==> src/rtl/color_frame_classifier.sv <==
// color_frame_classifier
// Counts red-class and blue-class RGB332 samples per camera frame and, one
// cycle after each VSYNC rising edge, issues a registered dominant-colour
// decision (00 none, 01 red, 10 blue) with a one-cycle valid pulse.
// The first partial frame after reset is always discarded.
// Optional build macro CLASSIFIER_ROI_EN: when defined, only samples inside
// the rectangle X_LO<=X_IN<X_HI, Y_LO<=Y_IN<Y_HI are counted; otherwise the
// coordinates are ignored.
module color_frame_classifier #(
  parameter int unsigned CNT_W   = 15,
  parameter int unsigned R_MIN   = 5,
  parameter int unsigned B_MIN   = 2,
  parameter int unsigned MIN_CNT = 400,
  parameter int unsigned X_LO    = 44,
  parameter int unsigned X_HI    = 132,
  parameter int unsigned Y_LO    = 36,
  parameter int unsigned Y_HI    = 108
) (
  input  logic             CLK,
  input  logic             RES,
  input  logic [7:0]       PIXEL,
  input  logic             SAMP_RDY,
  input  logic [14:0]      X_IN,
  input  logic [14:0]      Y_IN,
  input  logic             VSYNC,
  output logic [1:0]       RESULT,
  output logic             RESULT_VLD,
  output logic [CNT_W-1:0] RED_CNT,
  output logic [CNT_W-1:0] BLUE_CNT
);

  typedef enum logic [1:0] {
    ST_SYNC   = 2'd0,
    ST_ACCUM  = 2'd1,
    ST_DECIDE = 2'd2
  } state_e;

  localparam logic [1:0]       RES_NONE = 2'b00;
  localparam logic [1:0]       RES_RED  = 2'b01;
  localparam logic [1:0]       RES_BLUE = 2'b10;
  localparam logic [CNT_W-1:0] CNT_MAX  = '1;

  state_e           state_q;
  logic             vsync_q;
  logic [CNT_W-1:0] red_acc_q, blue_acc_q;
  logic [CNT_W-1:0] red_cnt_q, blue_cnt_q;
  logic [1:0]       result_q;
  logic             result_vld_q;

  logic [2:0]       r_f, g_f;
  logic [1:0]       b_f;
  logic             is_red, is_blue, in_roi, vrise;
  logic             count_red, count_blue;
  logic [CNT_W-1:0] red_acc_d, blue_acc_d;
  logic [1:0]       result_d;

  // Colour classes: red and blue are disjoint (red needs R>=5, blue R<=2).
  assign {r_f, g_f, b_f} = PIXEL;
  assign is_red  = (r_f >= 3'(R_MIN)) && (g_f <= 3'd2) && (b_f <= 2'd1);
  assign is_blue = (b_f >= 2'(B_MIN)) && (r_f <= 3'd2) && (g_f <= 3'd3);

`ifdef CLASSIFIER_ROI_EN
  assign in_roi = (X_IN >= 15'(X_LO)) && (X_IN < 15'(X_HI)) &&
                  (Y_IN >= 15'(Y_LO)) && (Y_IN < 15'(Y_HI));
`else
  // Coordinates and ROI bounds are deliberately unused in this build.
  logic unused_roi;
  assign unused_roi = ^{X_IN, Y_IN, 15'(X_LO), 15'(X_HI), 15'(Y_LO), 15'(Y_HI)};
  assign in_roi     = 1'b1;
`endif

  assign vrise      = VSYNC && !vsync_q;
  assign count_red  = SAMP_RDY && in_roi && is_red;
  assign count_blue = SAMP_RDY && in_roi && is_blue;

  // Saturating increments: a full counter stays at all-ones.
  assign red_acc_d  = (red_acc_q  == CNT_MAX) ? red_acc_q  : red_acc_q  + CNT_W'(1);
  assign blue_acc_d = (blue_acc_q == CNT_MAX) ? blue_acc_q : blue_acc_q + CNT_W'(1);

  // Dominant-colour decision from the last completed frame's counts; ties report none.
  always_comb begin
    // NOTE: default assigned first so every path drives result_d and no latch is inferred.
    result_d = RES_NONE;
    if ((red_cnt_q > blue_cnt_q) && (red_cnt_q >= CNT_W'(MIN_CNT))) begin
      result_d = RES_RED;
    end else if ((blue_cnt_q > red_cnt_q) && (blue_cnt_q >= CNT_W'(MIN_CNT))) begin
      result_d = RES_BLUE;
    end
  end

  // Frame FSM: accumulate, latch counts on VSYNC rise, decide on the following cycle.
  always_ff @(posedge CLK or posedge RES) begin
    if (RES) begin
      state_q      <= ST_SYNC;
      vsync_q      <= 1'b0;
      red_acc_q    <= '0;
      blue_acc_q   <= '0;
      red_cnt_q    <= '0;
      blue_cnt_q   <= '0;
      result_q     <= RES_NONE;
      result_vld_q <= 1'b0;
    end else begin
      // NOTE: non-blocking assignments so every register samples pre-edge values.
      vsync_q      <= VSYNC;
      result_vld_q <= 1'b0;
      unique case (state_q)
        ST_SYNC: begin
          // Partial frame after reset: samples are discarded until the first edge.
          if (vrise) begin
            state_q    <= ST_ACCUM;
            red_acc_q  <= '0;
            blue_acc_q <= '0;
          end
        end
        ST_ACCUM: begin
          if (vrise) begin
            // A sample coincident with the edge belongs to neither frame.
            state_q    <= ST_DECIDE;
            red_cnt_q  <= red_acc_q;
            blue_cnt_q <= blue_acc_q;
            red_acc_q  <= '0;
            blue_acc_q <= '0;
          end else begin
            if (count_red)  red_acc_q  <= red_acc_d;
            if (count_blue) blue_acc_q <= blue_acc_d;
          end
        end
        ST_DECIDE: begin
          // vsync_q is high here, so no edge can occur; samples go to the new frame.
          state_q      <= ST_ACCUM;
          result_q     <= result_d;
          result_vld_q <= 1'b1;
          if (count_red)  red_acc_q  <= red_acc_d;
          if (count_blue) blue_acc_q <= blue_acc_d;
        end
        default: state_q <= ST_SYNC;
      endcase
    end
  end

  assign RESULT     = result_q;
  assign RESULT_VLD = result_vld_q;
  assign RED_CNT    = red_cnt_q;
  assign BLUE_CNT   = blue_cnt_q;

endmodule

==> config.mk <==
export PLATFORM = sky130hd
export DESIGN_NAME = color_frame_classifier
export DESIGN_NICKNAME = d
export VERILOG_FILES = /design/src/rtl/color_frame_classifier.sv
export SDC_FILE = /design/constraint.sdc
export NUM_CORES = 1
export LEC_CHECK = 0
export CORE_UTILIZATION = 35
export DETAILED_ROUTE_END_ITERATION = 8
export MAX_ROUTING_LAYER = met4
export SYNTH_ARGS = -nofsm -noshare
export SYNTH_HDL_FRONTEND = slang
export SYNTH_SLANG_ARGS = --single-unit
==> constraint.sdc <==
create_clock -name CLK -period 2.8 [get_ports CLK]
set_input_delay 0.28 -clock CLK [delete_from_list [all_inputs] [get_ports CLK]]
set_output_delay 0.28 -clock CLK [all_outputs]
set_load 0.05 [all_outputs]
======== Yosys cells after proc, flatten, opt, wreduce, memory -nomap -nowiden ========
Cells that the tools add are included.
storage, ports and cells
  register bits ........................... 66
  logic and storage cells ................. 56
cells by class
  add/sub/neg operators ................... 2
  magnitude comparators ................... 10
  reductions and logical operators ........ 15
  mux-type cells .......................... 15
  eq/ne operators ......................... 6
operators by type and width
  cell                     number
  $mux W15                 7
  $pmux W15 S3             2
  $add A15 B1 Y15 const B  2
  $eq A15 B15 Y1 const B   2
  $ge A15 B9 Y1 const B    2
  $gt A15 B15 Y1           2
  $le A3 B2 Y1 const B     3
  $logic_and A1 B1 Y1      9
  $mux W2                  4
  $pmux W2 S3              1
  $reduce_and A2 Y1        3
  $ne A2 B2 Y1 const B     2
  $ge A3 B3 Y1 const B     1
  $reduce_bool A3 Y1       1
  $eq A2 B1 Y1 const B     1
  $eq A2 B2 Y1 const B     1
  $ge A2 B2 Y1 const B     1
  $le A2 B1 Y1 const B     1
  $logic_not A2 Y1         1
  $logic_not A1 Y1         1
  $mux W1                  1

======== Logic depth before layout (Yosys ltp) ========
Gate-level depths: netlist (run 1).
  depth after elaboration ................. 7
  mapped depth ............................ 7

======== Worst setup path after synthesis (run 1) ========
OpenSTA, ideal clock, no wires.
  kind .................................... flip-flop to flip-flop
  from .................................... register red_cnt_q[12] (netlist: RED_CNT[12])
  to ...................................... register result_q[1] (netlist: RESULT[1])
  path buffers ............................ 0
  setup slack ............................. 0.838 ns
  cell stages (with the launch flop) ...... 8
  required time ........................... 2.681 ns
  arrival ................................. 1.843 ns
  cells stage by stage .................... dfrtp_1 > inv_1 > ha_1 > nand4_1 > nor3_1 > a21oi_1 > mux2_2 > and2_1
between the ends
  cells in the longest elaborated chain, start to end .. 4
  elaborated cells on any way between the ends .. 7
RTL lines
  item                    RTL line  source
  from (decl)             46        logic [CNT_W-1:0] red_cnt_q, blue_cnt_q;
  from (signal assigned)  119       red_cnt_q <= red_acc_q;
  $gt A15 B15 Y1          86        end else if ((blue_cnt_q > red_cnt_q) && (blue_cnt_q >= CNT_W'(MIN_CNT))) begin
  $logic_and A1 B1 Y1     86
  $mux W2                 86
  $mux W2 (*)             84        if ((red_cnt_q > blue_cnt_q) && (red_cnt_q >= CNT_W'(MIN_CNT))) begin
  to (signal assigned)    131       result_q <= result_d;
  to (decl)               47        logic [1:0] result_q;
Every way passes the cells marked *; elsewhere a longest branch is shown, timed or not.
A chain may end at the register's enable or synchronous reset.

======== Final worst setup path (run 1) ========
  from .................................... register state_q[0]
  to ...................................... register blue_acc_q[6]
between the ends
  cells in the longest elaborated chain, start to end .. 3
  elaborated cells on any way between the ends .. 7
RTL lines
  item                                                          RTL line  source
  from (decl)                                                   43        state_e state_q;
  from (signal assigned)                                        94        state_q <= ST_SYNC;
  from (signal assigned)                                        110       state_q <= ST_ACCUM;
  from (signal assigned)                                        118       state_q <= ST_DECIDE;
  $eq A2 B2 Y1 (tied with other cells)                          106       unique case (state_q)
  $reduce_bool A3 Y1 (no line) or $ne A2 B2 Y1 (tied branches)  n/a
  $reduce_and A2 Y1 (no line)                                   n/a
  to (signal assigned)                                          125       if (count_blue) blue_acc_q <= blue_acc_d;
  to (signal assigned)                                          134       if (count_blue) blue_acc_q <= blue_acc_d;
  to (decl)                                                     45        logic [CNT_W-1:0] red_acc_q, blue_acc_q;
Several ways; a longest one is shown, not always the timed one.

==> flow_summary.toml, run 1 <==
[clocking]
clk_latency_ns = 0.35
hold_buffers = 0
cts.sinks = 66
ctsLongestPathBuffers = 2
cts_tree = "done"
post_cts_buffers = 0
cts_buffers = 9
cts-root-buf = "clkbuf_8"
path_clk_slew_ns = 0.07
cts_resized = 0
htree_levels = 3

[power]
power_density_nw_per_um2 = 518
power.total_w = 0.00223
p_leak_nw = 1.85
ir_worst_vdd_mv = 0.317

[placed_design]
place.gp.congestion = 0.840
placed_area_um2 = 4150
hpwl_mm = 5.43
port-buffer-count = 43

[sta]
drv_slew = 0
fin_tns_setup_ns = 0
relSlewSlack_pct = 66.5
tightest_slew_ns = 0.500
fmax_mhz = 455
rsz0062_at_grt = "no"
post-route-min-period_ns = 2.20
final_hold_viol_count = 0
fin_crit_sh_pct = 78.5
clock_skew_ns = 0.00623
setup_viol = 0

[route]
vias = 2655
wl_per_cell_um = 14.8
ant_nets = 0
drt_iter0_drc = 81
route.detailed.drc = 0
vias_per_cell = 5.16
drt_wl_total_mm = 7.61
drt_first_pass_iters = 4

[worst_setup_path]
critical_path_buf_inv_count = 2
critPathMaxFanout = 11
startpoint_type = "register"
crit_slowest_cell = "a2111o_1"
startpoint = "state_q[0]$_DFFE_PP0P_"
end_kind = "register"
cp.arrival_ns = 2.42
crit_type = "register to register"
crit_chain = "inv_1 -> ha_1 -> a2111o_1 -> buf_4 -> nor4b_1 -> xnor2_1 -> nor2_1"
crit_family = "simple AND/OR/NAND/NOR gates"
regToRegStartpoint = "state_q[0]$_DFFE_PP0P_"
cp_slowest_stage_delay_ns = 0.47
required_ns = 3.02

[yosys]
syn-cell-area_um2 = 3530
syn-num-nets = 389
netlist.area_leader.share_pct = 46.7
ys_top_cells_by_count = "66 x dfrtp_1, 30 x mux2_2, 26 x nor2_1"
synth_most_common_cell = "dfrtp_1"
ys_ff_latch = 66
ys_warn_count = 0
synth-async-reset-ratio_pct = 100
yosysTopAreaCell = "dfrtp_1"
synthTopCellsByArea = "dfrtp_1 47%, mux2_2 9.6%, ha_1 7.4%"
synth_cells = 326
yosysSeqAreaShare_pct = 46.7
synth_area_per_cell_um2 = 10.8
synth_cell_types = 51
synth_ff_type = "dfrtp_1"
synth_edf_count = 0

[grt]
antenna_found_initial = 0
grt_max_degree = 67
grt_pass1_vias = 2614
grt_overflow = 0
grt_usage_pct = 17.0
grt_pass1_wl_mm = 13.2

[final_layout]
stdcell_area_um2 = 4300
diodes = 0
ff_latch_area_um2 = 1650
final_util_pct = 44.0
syn_to_final_growth_pct = 21.6
drive_gt1_share_pct = 16.0
num-fill-cells = 930
fin_nets = 441
multiInputGateArea_um2 = 1770

[floorplanning]
rows = 36
initial_utilization_pct = 36.2
dieWidth_um = 102
die-area_um2 = 10500
die_h_um = 102
core_um2 = 9770
ios = 75

[status]
outcome = "finished, final reports clean"

[flow_run]
max-cap-violations = 0

[worst_hold_path]
min_path_type = "input port to async pin"
metal layers:
metal  part of all wire, %  GRT usage, %
met1                    51          23.3
met2                    43          24.7
met3                   3.2          2.51
met4                   2.3          7.69
met5                     0             -
where the power goes:
group | internal (W) | switching (W) | leakage [nW]
logic | 0.000178 | 0.000383 | 0.855
registers | 0.000986 | 0.0000256 | 0.917
clock network | 0.000310 | 0.000344 | 0.0827
per-stage QoR:
stage / setup slack, ns / std cells / hold slack, ns
floorplan: 0.838 / 326 / 0.311
global placement: 0.460 / 500 / 0.517
detailed placement: 0.374 / 500 / 0.514
CTS: 0.615 / 515 / 0.326
global route: 0.461 / 515 / 0.377
finish: 0.601 / 515 / 0.314
layout by cell type (no fill, tap or decap), types with 4 or more instances in the layout:
cell type        instances
dfrtp_1                 66
mux2_2                  30
xnor2_1                 12
nor4_1                   5
nor3_1                   4
a211oi_1                 5
clkbuf_8                 9
o21ai_0                 13
nand2_1                 18
or3_1                    7
clkinv_2                 4
nor2_1                  26
inv_1                   19
and4_1                   4
buf_4                    5
a21oi_1                 16
nand4_1                  8
clkdlybuf4s50_1         43
nand3_1                 14
ha_1                    21
layout make-up:
class,count,area share [%]
well taps,133,3.87
inverters,20,1.75
clock inverters,4,0.466
clock buffers,11,3.06
repair buffers,49,11.4
flip-flops and latches,66,38.4
multi-input cells,232,41.1
registers in the layout, indices dropped and copies added, names as in the netlist:
signal,flops
blue_acc_q,15
RED_CNT,15
RESULT,2
BLUE_CNT,15
vsync_q,1
red_acc_q,15
RESULT_VLD,1
state_q,2
final timing paths:
check | to | cells after the start | slack, ns
min in group CLK | vsync_q$_DFF_PP0_ | 1 | 0.50
setup reg to reg | blue_acc_q[6]$_DFFE_PP0P_ | 7 | 0.60
hold reg to reg | blue_acc_q[14]$_DFFE_PP0P_ | 2 | 0.53
max in group asynchronous | BLUE_CNT[10]$_DFFE_PP0P_ | 3 | 2.21
hold / removal | BLUE_CNT[1]$_DFFE_PP0P_ | 3 | 0.31
setup / recovery | blue_acc_q[6]$_DFFE_PP0P_ | 7 | 0.60
cells by family (layout without fill, tap and decap cells):
family	after synthesis	in the layout	share of synthesized area, %
AO/OA/AOI/OAI	54	54	10.2
buffers and inverters	28	84	3.33
flip-flops	66	66	46.7
adder cells (fa/ha/maj)	21	21	7.43
AND/OR/NAND/NOR	113	113	19.2
XOR/XNOR	13	13	3.22
multiplexers	31	31	9.84
tightest hold or removal path, stage by stage:
cell	delay (ns)
clkdlybuf4s50_1	0.41
inv_2	0.07
buf_12	0.30
Note: power is estimated with default switching activity, not from simulation.
==> inputs of run 2 (changes only) <==
==> constraint.sdc (replaced) <==
create_clock -name CLK -period 2 [get_ports CLK]
set_input_delay 0.2 -clock CLK [delete_from_list [all_inputs] [get_ports CLK]]
set_output_delay 0.2 -clock CLK [all_outputs]
set_load 0.05 [all_outputs]
==> flow_summary.toml, run 2 (synthesis gave the netlist of run 1 again) <==
[route]
vias = 2786
route.detailed.drc = 0
ant_nets = 0
drt_wl_total_mm = 8.32
vias_per_cell = 5.10
drt_first_pass_iters = 4
wl_per_cell_um = 15.2
drt_iter0_drc = 130

[worst_setup_path]
cp.arrival_ns = 2.18
regToRegStartpoint = "state_q[0]$_DFFE_PP0P_"
required_ns = 2.23
startpoint_type = "register"
rr_endpoint = "blue_acc_q[9]$_DFFE_PP0P_"
cp_slowest_stage_delay_ns = 0.59
crit_family = "compound AO/OA/AOI/OAI gates"
crit_type = "register to register"
reg2reg_slack_ns = 0.05
critPathMaxFanout = 6
critical_path_buf_inv_count = 2
rr_worst_depth = 7
crit_chain = "inv_2 -> ha_4 -> a2111o_2 -> buf_6 -> nor4_4 -> xnor2_1 -> nor2_1"
crit_slowest_cell = "a2111o_2"
end_kind = "register"

[sta]
relSlewSlack_pct = 66.0
drv_slew = 0
fin_crit_sh_pct = 97.5
post-route-min-period_ns = 1.95
fmax_mhz = 513
tightest_slew_ns = 0.509
whs_ns = 0.172
clock_skew_ns = 0.00994
rsz0062_at_grt = "yes"
setup_viol = 0
final_hold_viol_count = 0

[clocking]
cts_tree = "done"
cts.sinks = 66
htree_levels = 3
clk_latency_ns = 0.34
path_clk_slew_ns = 0.07
cts-root-buf = "clkbuf_8"
ctsLongestPathBuffers = 2
cts_buffers = 9
hold_buffers = 0

[final_layout]
syn_to_final_growth_pct = 33.4
diodes = 0
final_common_cell = "dfrtp_1"
drive_gt1_share_pct = 25.4
fin_nets = 472
layout_common_cells = "65 x dfrtp_1, 43 x clkdlybuf4s50_1, 30 x mux2_2"
num-fill-cells = 949
stdcell_area_um2 = 4710

[status]
outcome = "finished, final reports clean"

[power]
power_frac_comb_pct = 30.5
p_int_w = 0.00233
ir_worst_vdd_mv = 0.410
p_clk_share_pct = 28.8
netSwitchingFraction_pct = 33.1
p_leak_nw = 2.06
seqPwrFrac_pct = 40.7
power_density_nw_per_um2 = 738
p_switching_w = 0.00115

[floorplanning]
die_h_um = 102
ios = 75
initial_utilization_pct = 36.2
rows = 36
dieWidth_um = 102
core_um2 = 9770
die-area_um2 = 10500

[grt]
grt_overflow = 0
grt_pass1_vias = 2741
grt_usage_pct = 17.9
grt_pass1_wl_mm = 13.7
antenna_found_initial = 0
grt_max_degree = 32

[placed_design]
place.gp.congestion = 0.814
placed_area_um2 = 4370
hpwl_mm = 5.95
port-buffer-count = 43

[flow_run]
max-cap-violations = 0

[worst_hold_path]
min_path_type = "input port to async pin"
[run 2: cell types whose count changed in the layout (fill, tap and decap cells not counted), moves of 2 or more]
cell / before / now
buf_4: 5 / 29
nor4_4: 2 / 7
buf_6: 0 / 3
nor3_1: 4 / 1
nor3_2: 0 / 3
nor4_2: 3 / 0
buf_12: 1 / 3
clkbuf_8: 9 / 11
nor4_1: 5 / 3
[run 2: worst max-delay path by stage]
stage	cells past startpoint	slack (ns)	start	endpoint
final	7	0.05	state_q[0]$_DFFE_PP0P_	blue_acc_q[9]$_DFFE_PP0P_
after global routing	7	-0.03	state_q[0]$_DFFE_PP0P_	blue_acc_q[10]$_DFFE_PP0P_
after CTS	7	-0.007	state_q[0]$_DFFE_PP0P_	blue_acc_q[8]$_DFFE_PP0P_
after detailed placement	7	-0.20	VSYNC	blue_acc_q[12]$_DFFE_PP0P_
after global placement	7	-0.17	VSYNC	blue_acc_q[12]$_DFFE_PP0P_
after floorplan	7	0.04	RED_CNT[12]$_DFFE_PP0P_	RESULT[1]$_DFFE_PP0P_
[run 2: timing repair]
item	in CTS	in global routing
pin swaps	0	15
buffers inserted	0	3
setup endpoints to repair	6	20
cloned	0	1
gates resized for setup	2	23
[run 2: power groups by stage]
stage / registers [W] / clock network [W] / logic (W)
after detailed placement: 0.00144 / 0 / 0.000980
after floorplan: 0.00150 / 0 / 0.000456
after global placement: 0.00144 / 0 / 0.000964
after global routing: 0.00142 / 0.00109 / 0.00115
after CTS: 0.00142 / 0.00104 / 0.000989
final: 0.00141 / 0.00100 / 0.00106
[run 2: layout make-up]
| cell class | instances | area [µm²] | area share (%) |
|---|---|---|---|
| clock buffers | 12 | 155 | 3.29 |
| multi-input cells | 233 | 1890 | 40.2 |
| clock inverters | 3 | 15.0 | 0.318 |
| inverters | 20 | 75.1 | 1.59 |
| well taps | 133 | 166 | 3.53 |
| repair buffers | 79 | 757 | 16.1 |
| flip-flops and latches | 66 | 1650 | 35.1 |
[run 2: worst reg2reg max path: stages, from the launching register on]
cell,delay (ns)
dfrtp_1,0.39
inv_2,0.07
ha_4,0.16
a2111o_2,0.59
buf_6,0.18
nor4_4,0.25
xnor2_1,0.15
nor2_1,0.05
[run 2: through the flow]
| step | utilization [%] | TNS (ns) | total power [W] | setup slack [ns] | cells |
|---|---|---|---|---|---|
| after global placement | 44.8 | -2.05 | 0.00240 | -0.174 | 527 |
| after floorplan | - | 0 | 0.00196 | 0.0380 | 326 |
| after CTS | 46.7 | -0.0186 | 0.00344 | -0.00693 | 542 |
| final | 48.2 | 0 | 0.00348 | 0.0490 | 546 |
| after global routing | 48.2 | -0.0697 | 0.00366 | -0.0304 | 546 |
| after detailed placement | 44.8 | -2.46 | 0.00242 | -0.205 | 527 |
[run 2: routing by layer]
layer	vias to the layer above	wire length, µm	global-route usage [%]
li1	1370	-	-
met1	1360	4040	23.2
met2	50	3890	28.1
met3	6	304	3.66
met4	0	82	5.60
met5	-	0	-
